[src/rtl/alu_cmd_sequencer.sv]
// Queues ALU commands in a small FIFO and sequences each one through the ALU
// (issue, capture, respond). Optional divide-by-zero trap: define ALU_DIV0_TRAP_EN.
module alu_cmd_sequencer #(
  parameter int DEPTH = 4
) (
  input  logic        clk,
  input  logic        rst_n,
  input  logic        cmd_valid,
  output logic        cmd_ready,
  input  logic [3:0]  cmd_a,
  input  logic [3:0]  cmd_b,
  input  logic [3:0]  cmd_op,
  output logic [3:0]  alu_a,
  output logic [3:0]  alu_b,
  output logic [3:0]  alu_c,
  output logic        alu_oe,
  input  logic [15:0] alu_y,
  output logic        rsp_valid,
  input  logic        rsp_ready,
  output logic [15:0] rsp_data,
  output logic [3:0]  rsp_op,
  output logic        rsp_err,
  output logic        busy,
  output logic [7:0]  op_count
);
  localparam int AW = (DEPTH > 1) ? $clog2(DEPTH) : 1;
  localparam logic [AW:0] FULL = AW'(DEPTH) == '0 ? {1'b1, {AW{1'b0}}} : (AW+1)'(DEPTH);

  typedef struct packed {
    logic [3:0] a;
    logic [3:0] b;
    logic [3:0] op;
  } cmd_t;

  typedef enum logic [1:0] {IDLE, ISSUE, CAPTURE, RESP} state_t;

  cmd_t          mem_q [DEPTH];
  logic [AW-1:0] wr_ptr_q, rd_ptr_q;
  logic [AW:0]   cnt_q;
  state_t        state_q, state_d;

  logic [3:0]  alu_a_q, alu_b_q, alu_c_q;
  logic [15:0] rsp_data_q;
  logic [3:0]  rsp_op_q;
  logic        rsp_err_q;
  logic [7:0]  op_count_q;

  logic push, pop, load, cap, trap, done, div0_trap;
  cmd_t head;

  assign head      = mem_q[rd_ptr_q];
  assign cmd_ready = (cnt_q != FULL);
  assign push      = cmd_valid & cmd_ready;

`ifdef ALU_DIV0_TRAP_EN
  assign div0_trap = (head.op == 4'b0101) && (head.b == 4'd0);
`else
  assign div0_trap = 1'b0;
`endif

  always_ff @(posedge clk) begin
    if (push) mem_q[wr_ptr_q] <= cmd_t'{a: cmd_a, b: cmd_b, op: cmd_op};
  end

  // Pointers are AW bits wide, so DEPTH being a power of two gives the wrap for free.
  always_ff @(posedge clk or negedge rst_n) begin
    if (!rst_n) begin
      wr_ptr_q <= '0;
      rd_ptr_q <= '0;
      cnt_q    <= '0;
    end else begin
      if (push) wr_ptr_q <= wr_ptr_q + 1'b1;
      if (pop)  rd_ptr_q <= rd_ptr_q + 1'b1;
      if (push && !pop)      cnt_q <= cnt_q + 1'b1;
      else if (pop && !push) cnt_q <= cnt_q - 1'b1;
    end
  end

  always_ff @(posedge clk or negedge rst_n) begin
    if (!rst_n) state_q <= IDLE;
    else        state_q <= state_d;
  end

  always_comb begin
    state_d = state_q;
    pop     = 1'b0;
    load    = 1'b0;
    cap     = 1'b0;
    trap    = 1'b0;
    done    = 1'b0;
    unique case (state_q)
      IDLE: if (cnt_q != '0) begin
        pop = 1'b1;
        if (div0_trap) begin
          trap    = 1'b1;
          state_d = RESP;
        end else begin
          load    = 1'b1;
          state_d = ISSUE;
        end
      end
      ISSUE:   state_d = CAPTURE;
      CAPTURE: begin
        cap     = 1'b1;
        state_d = RESP;
      end
      RESP: if (rsp_ready) begin
        done    = 1'b1;
        state_d = IDLE;
      end
      default: state_d = IDLE;
    endcase
  end

  // Trapped commands never reach the ALU, so the operand registers keep the last issued values.
  always_ff @(posedge clk or negedge rst_n) begin
    if (!rst_n) begin
      alu_a_q    <= '0;
      alu_b_q    <= '0;
      alu_c_q    <= '0;
      rsp_data_q <= '0;
      rsp_op_q   <= '0;
      rsp_err_q  <= 1'b0;
      op_count_q <= '0;
    end else begin
      if (load) begin
        alu_a_q <= head.a;
        alu_b_q <= head.b;
        alu_c_q <= head.op;
      end
      if (cap) begin
        rsp_data_q <= alu_y;
        rsp_op_q   <= alu_c_q;
        rsp_err_q  <= 1'b0;
      end else if (trap) begin
        rsp_data_q <= 16'hFFFF;
        rsp_op_q   <= head.op;
        rsp_err_q  <= 1'b1;
      end
      if (done) op_count_q <= op_count_q + 8'd1;
    end
  end

  assign alu_a     = alu_a_q;
  assign alu_b     = alu_b_q;
  assign alu_c     = alu_c_q;
  assign alu_oe    = (state_q == ISSUE) || (state_q == CAPTURE);
  assign rsp_valid = (state_q == RESP);
  assign rsp_data  = rsp_data_q;
  assign rsp_op    = rsp_op_q;
  assign rsp_err   = rsp_err_q;
  assign op_count  = op_count_q;
  assign busy      = (state_q != IDLE) || (cnt_q != '0);

endmodule
[config.mk]
export PLATFORM = sky130hd
export DESIGN_NAME = alu_cmd_sequencer
export DESIGN_NICKNAME = d
export VERILOG_FILES = /design/src/rtl/alu_cmd_sequencer.sv
export SDC_FILE = /design/constraint.sdc
export NUM_CORES = 1
export LEC_CHECK = 0
export ABC_CLOCK_PERIOD_IN_PS = 3570
export CAP_MARGIN = 20
export CORE_MARGIN = 8
export CORE_UTILIZATION = 30
export DETAILED_ROUTE_END_ITERATION = 7
export PLACE_DENSITY_LB_ADDON = 0.1
export SLEW_MARGIN = 10
export SYNTH_ARGS = -nofsm -noshare
export SYNTH_HDL_FRONTEND = slang
export SYNTH_SLANG_ARGS = --single-unit
[constraint.sdc]
create_clock -name clk -period 3.57 [get_ports clk]
set_input_delay 0.357 -clock clk [delete_from_list [all_inputs] [get_ports clk]]
set_output_delay 0.357 -clock clk [all_outputs]
set_load 0.01 [all_outputs]
; Word-level counts from Yosys, hierarchy flattened
; Memory sizes are Yosys's and may differ from the RTL's. A register that Yosys moved wholly into a read port is not among the register bits.
; Cells that the tools add are included.
[totals]
in_bits = 32
n_memories = 1
ram_bits = 48
elab_cells = 48
ff_bits = 38
out_inout_bits = 45
[op_classes]
n_eq_ne = 6
reduce_logical = 12
bitwise = 1
muxes = 15
addsub = 5
[memory_table]
columns = name, depth, width, rd, rd_clocked_by_memory_dff, write_ports, line
row1 = mem_q, 4, 12, 1, 1, 1, 37  ; cmd_t mem_q [DEPTH];
[ops]
columns = operator, count
row1 = 16-bit two-way mux, 1
row2 = "8-bit by 1-bit adder with 8-bit output, second input constant", 1
row3 = 1-bit two-way mux, 8
row4 = 2-bit one-hot mux with 4 select lines, 1
row5 = 3-bit two-way mux, 2
row6 = "2-bit by 1-bit adder with 2-bit output, second input constant", 2
row7 = "2-bit == test, second input constant", 2
row8 = 2-bit two-way mux, 2
row9 = 4-bit two-way mux, 1
row10 = 2-bit nonzero test, 2
row11 = "3-bit by 1-bit adder with 3-bit output, second input constant", 1
row12 = 1-bit logical NOT, 3
row13 = "3-bit inequality test, second input constant", 1
row14 = 3-bit nonzero test, 1
row15 = "3-bit by 1-bit subtractor with 3-bit output, second input constant", 1
row16 = "2-bit by 1-bit == test with 1-bit output, second input constant", 1
row17 = 1-bit logical AND, 2
row18 = 2-bit logical NOT, 1
row19 = 1-bit logical OR, 2
row20 = "2-bit by 1-bit inequality test with 1-bit output, second input constant", 1
row21 = "2-bit inequality test, second input constant", 1
row22 = 2-bit AND reduction, 1
row23 = 1-bit AND, 1

; Logic depth before layout (Yosys ltp)
; Gate-level depths: netlist (run 1).
[depth]
depth_word = 6
depth_mapped = 10
depth_no_buf = 9

; Worst setup path before layout (run 1)
; No wires, ideal clock.
[synth_timing]
path_type = reg-to-reg
startpoint = register cnt_q[2]
endpoint = register cnt_q[2]
setup_ns = 0.079
t_required_ns = 3.491
period_less_slack_ns = 2.149
arrival_time_ns = 2.069
n_path_buf = 2
path_slack_ns = 1.421
stages_incl_launch_ff = 10
cell_sequence = dfrtp_1 clkbuf_1 o31ai_4 buf_6 ha_1 inv_1 fa_1 xor2_1 nor2_1 xor2_1
[synth_between]
elab_chain_len = 6
elab_cells_between_ends = 14
classes_between = 2 x add/sub / 1 x eq/ne / 4 x mux / 1 x bitwise / 6 x reduce/logical
[synth_lines]
columns = element, line
row1 = from (decl), 39  ; logic [AW:0] cnt_q;
row2 = from (signal assigned), 74  ; if (push && !pop) cnt_q <= cnt_q + 1'b1;
row3 = from (signal assigned), 75  ; else if (pop && !push) cnt_q <= cnt_q - 1'b1;
row4 = branches (longest 6 deep; another with 3-bit by 1-bit subtractor with 3-bit output), -
; Parallel ways; which one is timed is not known. The select of a mux whose other input is x is not followed.
; A chain may end at the register's enable or synchronous reset.

; Final worst setup path (run 1)
; Ends and elaborated chain as after synthesis.

==> impl_metrics.ini, run 1 <==
[sta]
worstMarginPinSlew_ns = 0.980
fin_skew_ns = 0.00737
max_freq_ghz = 0.386
fin_crit_ns = 2.59
setup_tns_ns = 0
hold_violations = 0
hold_ws_ns = 0.0906
worst_slack_ns = 0.982
setup_violations = 0
final_max_slew_viol_count = 0
maxSlewHeadroom_pct = 34.7
finalCritPeriodShare_pct = 72.5
rsz0062_at_grt = no

[synthesis]
synth_top_family_by_area = multiplexers
synth-compound-area-share_pct = 1.23
synthXorXnorAreaFrac_pct = 2.93
synth_edf_count = 48
syn_area_um2 = 3880
synthCells = 209
synth-seq-cells = 97
syn_avg_cell_area_um2 = 18.6
synth_cell_types = 30
synth.net_count = 251
synth_top_cell_by_area = edfxtp_1
synth_top_area_share_pct = 37.1
postSynth.asyncResetShare_pct = 50.5
synthAdderAreaFrac_pct = 3.42
yosysMostFrequentCell = dfrtp_1
synth_common_cells = dfrtp_1 (49), edfxtp_1 (48), mux2_2 (29)
synth_area_leaders = edfxtp_1 (37%), dfrtp_1 (32%), mux2_2 (8.4%)
synth-simple-area-share_pct = 2.87
seq_area_frac_synth_pct = 68.7
synth.area.mux_share_pct = 18.5
synth_flop_cell = dfrtp_1
yosysWarnings = 0

[worst_setup_path]
crit_path_max_incr_delay_ns = 0.88
crit_fanout = 15
worstPathCellList = o31ai_4, ha_1, inv_1, fa_1, xor2_1, nor2_1, xor2_1
critical_path.slowest_cell = o31ai_4
cp-start-kind = flop
crit_path_frequent_cell = xor2_1
end_kind = flop
reg2reg_depth = 7
worstPathRequired_ns = 3.84
critPathKind = flop to flop
cp.arrival_ns = 2.86

[clocking]
cts_max_path_buffers = 2
hold_buffers = 0
ctsResizeCount = 0
numCtsBuffers = 9
htree_num_levels = 3
cts_setup_buffers = 0
clk_latency_ns = 0.34
clk_pin_slew_ns = 0.06
cts_root_buffer = clkbuf_16
cts_tree = built
cts_sinks = 97

[floorplan]
io_pins = 77
start_util_pct = 30.8
core_um2 = 12600
dieArea_um2 = 16800
rows = 41
die_w_um = 130
die_h_um = 130

[hold_path]
min_path_type = input pin to async pin

[placement]
routabilityCongestion = 0.682
hpwlAfterDp_mm = 5.07
io_buffers = 75
dp_slack_ns = 0.907
placed_area_um2 = 4780

[grt]
antenna_found_initial = 0
grt_pass1_vias = 2177
grt_overflow = 0
grt_max_degree = 34
grt_usage_pct = 9.80
grt_pass1_wl_mm = 12.2

[pwr]
p_comb_share_pct = 36.8
cellLeakagePower_uw = 0.00193
p_per_area_nw_per_um2 = 881
switching_share_pct = 29.5
switching_power_uw = 1320
irDropWorstVdd_mv = 0.317
seqPwrFrac_pct = 41.6
p_clk_share_pct = 21.6
internal_power_uw = 3150

[drt]
vias_per_cell = 4.23
drtIter0Drc = 132
ant_nets = 0
first_pass_iters = 4
finalWirelength_mm = 7.60
wl_per_cell_um = 16.3
route.detailed.drc = 0
dr_total_vias = 1966

[layout]
antennaDiodeCount = 0
area_growth_pct = 30.8
fillers = 1210
fin_area_um2 = 5080
drive_above_1_share_pct = 20.5
fin_nets = 330

[outcome]
status = complete, no violations

[job]
max_cap_violations = 0
==> power by group through the flow <==
stage	Sequential (uW)	Combinational, uW	Clock [uW]
global route	1930	1800	1040
floorplan	1880	987	0
CTS	1870	1700	995
detailed placement	1890	1690	0
finish	1860	1650	964
global placement	1890	1680	0
==> worst max-delay path: cells and delay by family, from the launching register on <==
family | cells | cell delay, ns
xor+xnor | 2 | 0.30
fa+ha+maj | 2 | 0.70
simple gates | 1 | 0.11
compound gates | 1 | 0.88
flops | 1 | 0.46
buf+inv | 1 | 0.06
==> layout by cell type (no fill, tap or decap) <==
master / Yosys / final
nand3_1: 1 / 1
dfrtp_1: 49 / 49
a21boi_2: 1 / 1
clkbuf_1: 3 / 4
o31ai_4: 1 / 1
buf_2: 0 / 1
ha_1: 9 / 9
clkbuf_8: 0 / 1
clkdlybuf4s50_1: 0 / 74
nor2_1: 4 / 4
conb_1: 1 / 1
and2_1: 4 / 4
fa_1: 1 / 1
mux2_2: 29 / 29
clkbuf_16: 0 / 9
xnor2_1: 8 / 8
nor3_1: 2 / 2
and4_1: 1 / 1
a21oi_1: 1 / 1
xor2_1: 5 / 5
mux4_1: 4 / 4
mux4_2: 8 / 8
nand2_1: 6 / 6
and3_1: 1 / 1
edfxtp_1: 48 / 48
buf_4: 1 / 1
nand4_1: 2 / 2
inv_1: 6 / 6
clkinvlp_4: 0 / 1
mux2_4: 7 / 7
bufinv_16: 0 / 1
o32a_1: 1 / 1
nor2b_1: 1 / 1
==> flip-flops by register name, summed over array words and instances, names as in the netlist <==
| name | count |
|---|---|
| op_count | 8 |
| wr_ptr_q | 2 |
| state_q | 2 |
| cnt_q | 3 |
| alu_b | 4 |
| mem_q | 48 |
| alu_a | 4 |
| rsp_data | 16 |
| rd_ptr_q | 2 |
| rsp_op | 4 |
| alu_c | 4 |
==> path summary, 6_finish.rpt <==
check | startpoint | end | slack, ns
max in group asynchronous | rst_n | rsp_data[13]$_DFFE_PN0P_ | 2.75
setup reg to reg | cnt_q[2]$_DFFE_PN0P_ | cnt_q[2]$_DFFE_PN0P_ | 0.98
min in group clk | op_count[7]$_DFFE_PN0P_ | op_count[7]$_DFFE_PN0P_ | 0.47
setup / recovery | cnt_q[2]$_DFFE_PN0P_ | cnt_q[2]$_DFFE_PN0P_ | 0.98
hold / removal | rst_n | op_count[6]$_DFFE_PN0P_ | 0.09
hold reg to reg | op_count[7]$_DFFE_PN0P_ | op_count[7]$_DFFE_PN0P_ | 0.47
==> metal layers <==
| layer | routed length (um) | track usage [%] | up-vias |
|---|---|---|---|
| met5 | 0 | 0 | - |
| met4 | 131 | 4.71 | 0 |
| met3 | 618 | 4.00 | 8 |
| met2 | 3400 | 15.0 | 67 |
| met1 | 3440 | 11.8 | 965 |
| li1 | - | - | 926 |
==> kinds of logic (layout without fill, tap and decap cells) <==
logic type,after synthesis,count (layout)
mux,48,48
other cells,1,1
simple gates,22,22
fa+ha+maj,10,10
xor+xnor,13,13
buf+inv,14,98
flops,97,97
compound gates,4,4
==> through the flow <==
step / util [%] / cells / power (uW)
3_3_place_gp: 37.9 / 449 / 3570
3_5_place_dp: 37.9 / 449 / 3590
5_1_grt: 40.2 / 465 / 4770
2_1_floorplan: - / 209 / 2860
4_1_cts: 40.2 / 465 / 4570
6_report: 40.2 / 465 / 4470
==> layout make-up <==
class,count,area [um^2],share of cell area (%)
clock buffers,14,254,5.00
clock inverters,2,37.5,0.739
inverters,6,22.5,0.444
multi-input cells,98,1130,22.2
flip-flops and latches,97,2670,52.6
well taps,172,215,4.24
repair buffers,76,753,14.8
Note: power is estimated with default switching activity, not from simulation.
==> run 2, diff against run 1 <==
--- a/config.mk
+++ b/config.mk
@@ -5,7 +5,7 @@
 export SDC_FILE = /design/constraint.sdc
 export NUM_CORES = 1
 export LEC_CHECK = 0
-export ABC_CLOCK_PERIOD_IN_PS = 3570
+export ABC_CLOCK_PERIOD_IN_PS = 2400
 export CAP_MARGIN = 20
 export CORE_MARGIN = 8
 export CORE_UTILIZATION = 30
==> constraint.sdc (replaced) <==
create_clock -name clk -period 2.4 [get_ports clk]
set_input_delay 0.24 -clock clk [delete_from_list [all_inputs] [get_ports clk]]
set_output_delay 0.24 -clock clk [all_outputs]
set_load 0.01 [all_outputs]
==> impl_metrics.ini, run 2 (synthesis gave the netlist of run 1 again) <==
[outcome]
status = complete, no violations

[sta]
fin_crit_ns = 1.91
worst_slack_ns = 0.488
setup_tns_ns = 0
fin_skew_ns = 0.00740
setup_violations = 0
max_freq_ghz = 0.523
rsz0062_at_grt = no
finalCritPeriodShare_pct = 79.7
final_max_slew_viol_count = 0
maxSlewHeadroom_pct = 52.4
hold_violations = 0
worstMarginPinSlew_ns = 0.715

[worst_setup_path]
cp-start-kind = flop
cp.arrival_ns = 2.18
r2r_end = cnt_q[2]$_DFFE_PN0P_
reg2reg_depth = 9
worstPathCellList = inv_1, ha_1, o31ai_4, ha_1, inv_1, fa_1, xor2_1, nor2_1, xor2_1
critPathLaunch = state_q[0]$_DFFE_PN0P_
critical_path.slowest_cell = dfrtp_1
r2r_start = state_q[0]$_DFFE_PN0P_
end_kind = flop
critPathKind = flop to flop
worstPathRequired_ns = 2.66
crit_fanout = 4
crit_path_max_incr_delay_ns = 0.37
rrSetupSlack_ns = 0.49

[clocking]
htree_num_levels = 3
cts_sinks = 97
clk_latency_ns = 0.34
numCtsBuffers = 9
cts_root_buffer = clkbuf_16
cts_tree = built
ctsResizeCount = 0
cts_max_path_buffers = 2
clk_pin_slew_ns = 0.07

[pwr]
irDropWorstVdd_mv = 0.493
seqPwrFrac_pct = 41.0
p_comb_share_pct = 38.8
cellLeakagePower_uw = 0.00199
p_clk_share_pct = 20.2
internal_power_uw = 4640
p_per_area_nw_per_um2 = 1290
switching_power_uw = 2020
switching_share_pct = 30.3

[layout]
regMostFlops = mem_q
drive_above_1_share_pct = 23.8
fillers = 1182
area_growth_pct = 32.8
fin_area_um2 = 5150
fin_nets = 340
antennaDiodeCount = 0
layout_common_cells = clkdlybuf4s50_1 (74), dfrtp_1 (49), edfxtp_1 (48)
final_common_cell = clkdlybuf4s50_1
largest_reg_flops = 48

[hold_path]
min_path_cells = 1
min_path_type = flop to flop
whs_endpoint = op_count[7]$_DFFE_PN0P_
min-delay-start = op_count[7]$_DFFE_PN0P_

[grt]
grt_max_degree = 30
grt_pass1_wl_mm = 12.0
grt_overflow = 0
grt_pass1_vias = 2187
grt_usage_pct = 9.59
antenna_found_initial = 0

[drt]
routed-wl-met2_mm = 3.31
finalWirelength_mm = 7.52
first_pass_iters = 4
route.detailed.drc = 0
dr_total_vias = 2076
ant_nets = 0
wl_per_cell_um = 15.8
wirelength_met1_mm = 3.45
drtIter0Drc = 113
vias_per_cell = 4.37
top_layer = met4
wl_met3_um = 604

[floorplan]
rows = 41
io_pins = 77
dieArea_um2 = 16800
start_util_pct = 30.8
die_h_um = 130
core_um2 = 12600
die_w_um = 130

[placement]
io_buffers = 75
routabilityCongestion = 0.703
dp_slack_ns = 0.434
placed_area_um2 = 4860
hpwlAfterDp_mm = 5.15

[job]
max_cap_violations = 0
run 2: power by group through the flow:
stage          clock [uW]  sequential [uW]  combinational [uW]
6_report             1340             2730                2580
3_5_place_dp            0             2780                2650
2_1_floorplan           0             2790                1470
4_1_cts              1410             2750                2650
3_3_place_gp            0             2770                2630
5_1_grt              1470             2820                2810
run 2: worst max-delay path by stage:
stage                           end  slack, ns
2_1_floorplan  cnt_q[2]$_DFFE_PN0P_       0.25
3_3_place_gp   cnt_q[2]$_DFFE_PN0P_       0.45
3_5_place_dp   cnt_q[2]$_DFFE_PN0P_       0.43
4_1_cts                        busy       0.45
5_1_grt        cnt_q[2]$_DFFE_PN0P_       0.34
6_report       cnt_q[2]$_DFFE_PN0P_       0.49
run 2: layer usage:
layer | vias to the layer above | global-route usage [%]
li1 | 951 | -
met1 | 1050 | 12.3
met2 | 64 | 14.0
met3 | 11 | 3.14
met4 | 0 | 5.33
met5 | - | 0
run 2: repair_timing:
action                                 in CTS  in global routing
hold buffers                                1                  0
endpoints found under the hold margin      27                  0
setup buffers                               0                  0
run 2: worst max-delay path, delay by kind of cell (launching register included):
kind / cells / cell delay [ns]
xor+xnor: 2 / 0.29
flops: 1 / 0.37
fa+ha+maj: 3 / 0.85
buf+inv: 2 / 0.13
compound gates: 1 / 0.09
simple gates: 1 / 0.11
run 2: area by class of cell:
class,count,area [um^2],share of cell area (%)
Tap cell,172,215,4.18
Clock buffer,9,225,4.37
Clock inverter,7,53.8,1.04
Multi-Input combinational cell,98,1130,21.8
Sequential cell,97,2670,51.8
Inverter,6,22.5,0.437
Timing Repair Buffer,86,843,16.4
run 2: stage by stage:
stage / hold slack, ns / utilization [%] / power (uW) / cells
5_1_grt: 0.501 / 40.8 / 7110 / 475
3_3_place_gp: 0.365 / 38.5 / 5400 / 458
4_1_cts: 0.479 / 40.8 / 6810 / 475
2_1_floorplan: -0.0556 / - / 4260 / 209
3_5_place_dp: 0.357 / 38.5 / 5430 / 458
6_report: 0.469 / 40.8 / 6660 / 475
==> run 3, diff against run 2 <==
--- a/config.mk
+++ b/config.mk
@@ -5,7 +5,7 @@
 export SDC_FILE = /design/constraint.sdc
 export NUM_CORES = 1
 export LEC_CHECK = 0
-export ABC_CLOCK_PERIOD_IN_PS = 2400
+export ABC_CLOCK_PERIOD_IN_PS = 1800
 export CAP_MARGIN = 20
 export CORE_MARGIN = 8
 export CORE_UTILIZATION = 30
==> constraint.sdc (replaced) <==
create_clock -name clk -period 1.8 [get_ports clk]
set_input_delay 0.18 -clock clk [delete_from_list [all_inputs] [get_ports clk]]
set_output_delay 0.18 -clock clk [all_outputs]
set_load 0.01 [all_outputs]
==> impl_metrics.ini, run 3 (synthesis gave the netlist of run 1 again) <==
[worst_setup_path]
worstPathRequired_ns = 2.06
critPathBufInv = 1
cp-start-kind = flop
r2r_start = cnt_q[1]$_DFFE_PN0P_
crit_fanout = 4
critPathTopFamily = adder cells
cp.arrival_ns = 2.06
crit_path_frequent_cell = xor2_1
reg2reg_depth = 7
r2r_end = cnt_q[2]$_DFFE_PN0P_
worstPathCellList = o31ai_4, ha_4, inv_2, fa_2, xor2_1, nor2_1, xor2_1
critical_path.slowest_cell = dfrtp_2
end_kind = flop
rrSetupSlack_ns = 0.004
crit_path_max_incr_delay_ns = 0.44
critPathKind = flop to flop

[pwr]
p_total_uw = 9200
irDropWorstVdd_mv = 0.737
cellLeakagePower_uw = 0.00204
p_per_area_nw_per_um2 = 1740

[floorplan]
rows = 41
die_h_um = 130
start_util_pct = 30.8
core_um2 = 12600
io_pins = 77
die_w_um = 130
dieArea_um2 = 16800

[clocking]
cts_root_buffer = clkbuf_16
cts_sinks = 97
cts_max_path_buffers = 2
clk_latency_ns = 0.35
numCtsBuffers = 9
htree_num_levels = 3
clk_pin_slew_ns = 0.07
cts_tree = built

[drt]
wl_per_cell_um = 16.0
ant_nets = 0
first_pass_iters = 4
route.detailed.drc = 0
dr_total_vias = 2055
vias_per_cell = 4.26
drtIter0Drc = 120
finalWirelength_mm = 7.74

[layout]
fillers = 1179
final_common_cell = clkdlybuf4s50_1
postLayoutCoreUtil_pct = 42.0
drive_above_1_share_pct = 27.1
multi_input_area_um2 = 1150
regMostFlops = mem_q
ff_latch_area_um2 = 2670
antennaDiodeCount = 0
fin_area_um2 = 5300
fin_nets = 347
largest_reg_flops = 48
layout_common_cells = clkdlybuf4s50_1 (71), edfxtp_1 (48), dfrtp_1 (47)
area_growth_pct = 36.5

[placement]
dp_slack_ns = -0.125
routabilityCongestion = 0.720
placed_area_um2 = 5000
hpwlAfterDp_mm = 5.26
io_buffers = 75

[grt]
grt_overflow = 0
grt_pass1_wl_mm = 12.2
grt_usage_pct = 9.78
grt_pass1_vias = 2178
antenna_found_initial = 0
grt_max_degree = 35

[hold_path]
min_path_type = input pin to async pin

[sta]
rsz0062_at_grt = yes
final_max_slew_viol_count = 0
finalCritPeriodShare_pct = 99.8
setup_tns_ns = 0
setup_violations = 0
max_freq_ghz = 0.557
hold_violations = 0
worst_slack_ns = 0.00428
fin_crit_ns = 1.80
fin_skew_ns = 0.00805

[job]
max_cap_violations = 0

[outcome]
status = complete, no violations
[run 3: changes by cell type in the layout (fill, tap and decap cells not counted), moves of 2 or more]
cell and delta:
buf_12 +6, clkdlybuf4s50_1 -3, dfrtp_1 -2, dfrtp_2 +2
dlygate4sd2_1 +3, ha_1 -2
[run 3: layout make-up]
class	count	area share [%]
inverter	6	0.425
clock inverter	6	0.803
timing repair buffer	93	18.3
tap	172	4.06
multi-input combinational	98	21.7
clock buffer	10	4.32
sequential	97	50.4
[run 3: repair_timing]
item / CTS / global route
hold buffers: 1 / 0
hold endpoints to repair: 15 / 0
buffers inserted: 2 / 0
resized for setup: 4 / 0
pin swaps: 2 / 1
endpoints found under the setup margin: 5 / 3
[run 3: how the worst max path moves through the flow]
stage                          from              endpoint  slack, ns  depth (start not counted)
6_report       cnt_q[1]$_DFFE_PN0P_  cnt_q[2]$_DFFE_PN0P_      0.004                          7
5_1_grt        cnt_q[1]$_DFFE_PN0P_  cnt_q[2]$_DFFE_PN0P_      -0.07                          7
4_1_cts        cnt_q[0]$_DFFE_PN0P_  cnt_q[2]$_DFFE_PN0P_      -0.02                          7
3_5_place_dp              cmd_valid  cnt_q[2]$_DFFE_PN0P_      -0.12                          8
3_3_place_gp              cmd_valid  cnt_q[2]$_DFFE_PN0P_      -0.06                          8
2_1_floorplan  cnt_q[1]$_DFFE_PN0P_  cnt_q[2]$_DFFE_PN0P_      -0.18                          8
[run 3: stage by stage]
step                      instances  hold WS (ns)
after global placement          463         0.157
after detailed placement        463         0.158
final                           482         0.311
after floorplan                 209        -0.116
after CTS                       482         0.323
after global routing            482         0.352
[run 3: power breakdown]
group / leakage [uW] / internal, uW / total (uW) / switching, uW
Combinational: 0.000887 / 2350 / 3900 / 1550
Sequential: 0.00102 / 3130 / 3530 / 397
Clock: 0.000133 / 943 / 1780 / 832
Total: 0.00204 / 6420 / 9200 / 2780
[run 3: per-layer routing]
layer | vias to the layer above | routed length, um | track usage [%] | share of wire, %
met5 | - | 0 | 0 | 0
met4 | 0 | 102 | 4.51 | 1.3
met3 | 5 | 614 | 4.08 | 7.9
met2 | 69 | 3500 | 14.8 | 45
met1 | 1020 | 3520 | 11.9 | 46
li1 | 961 | - | - | -
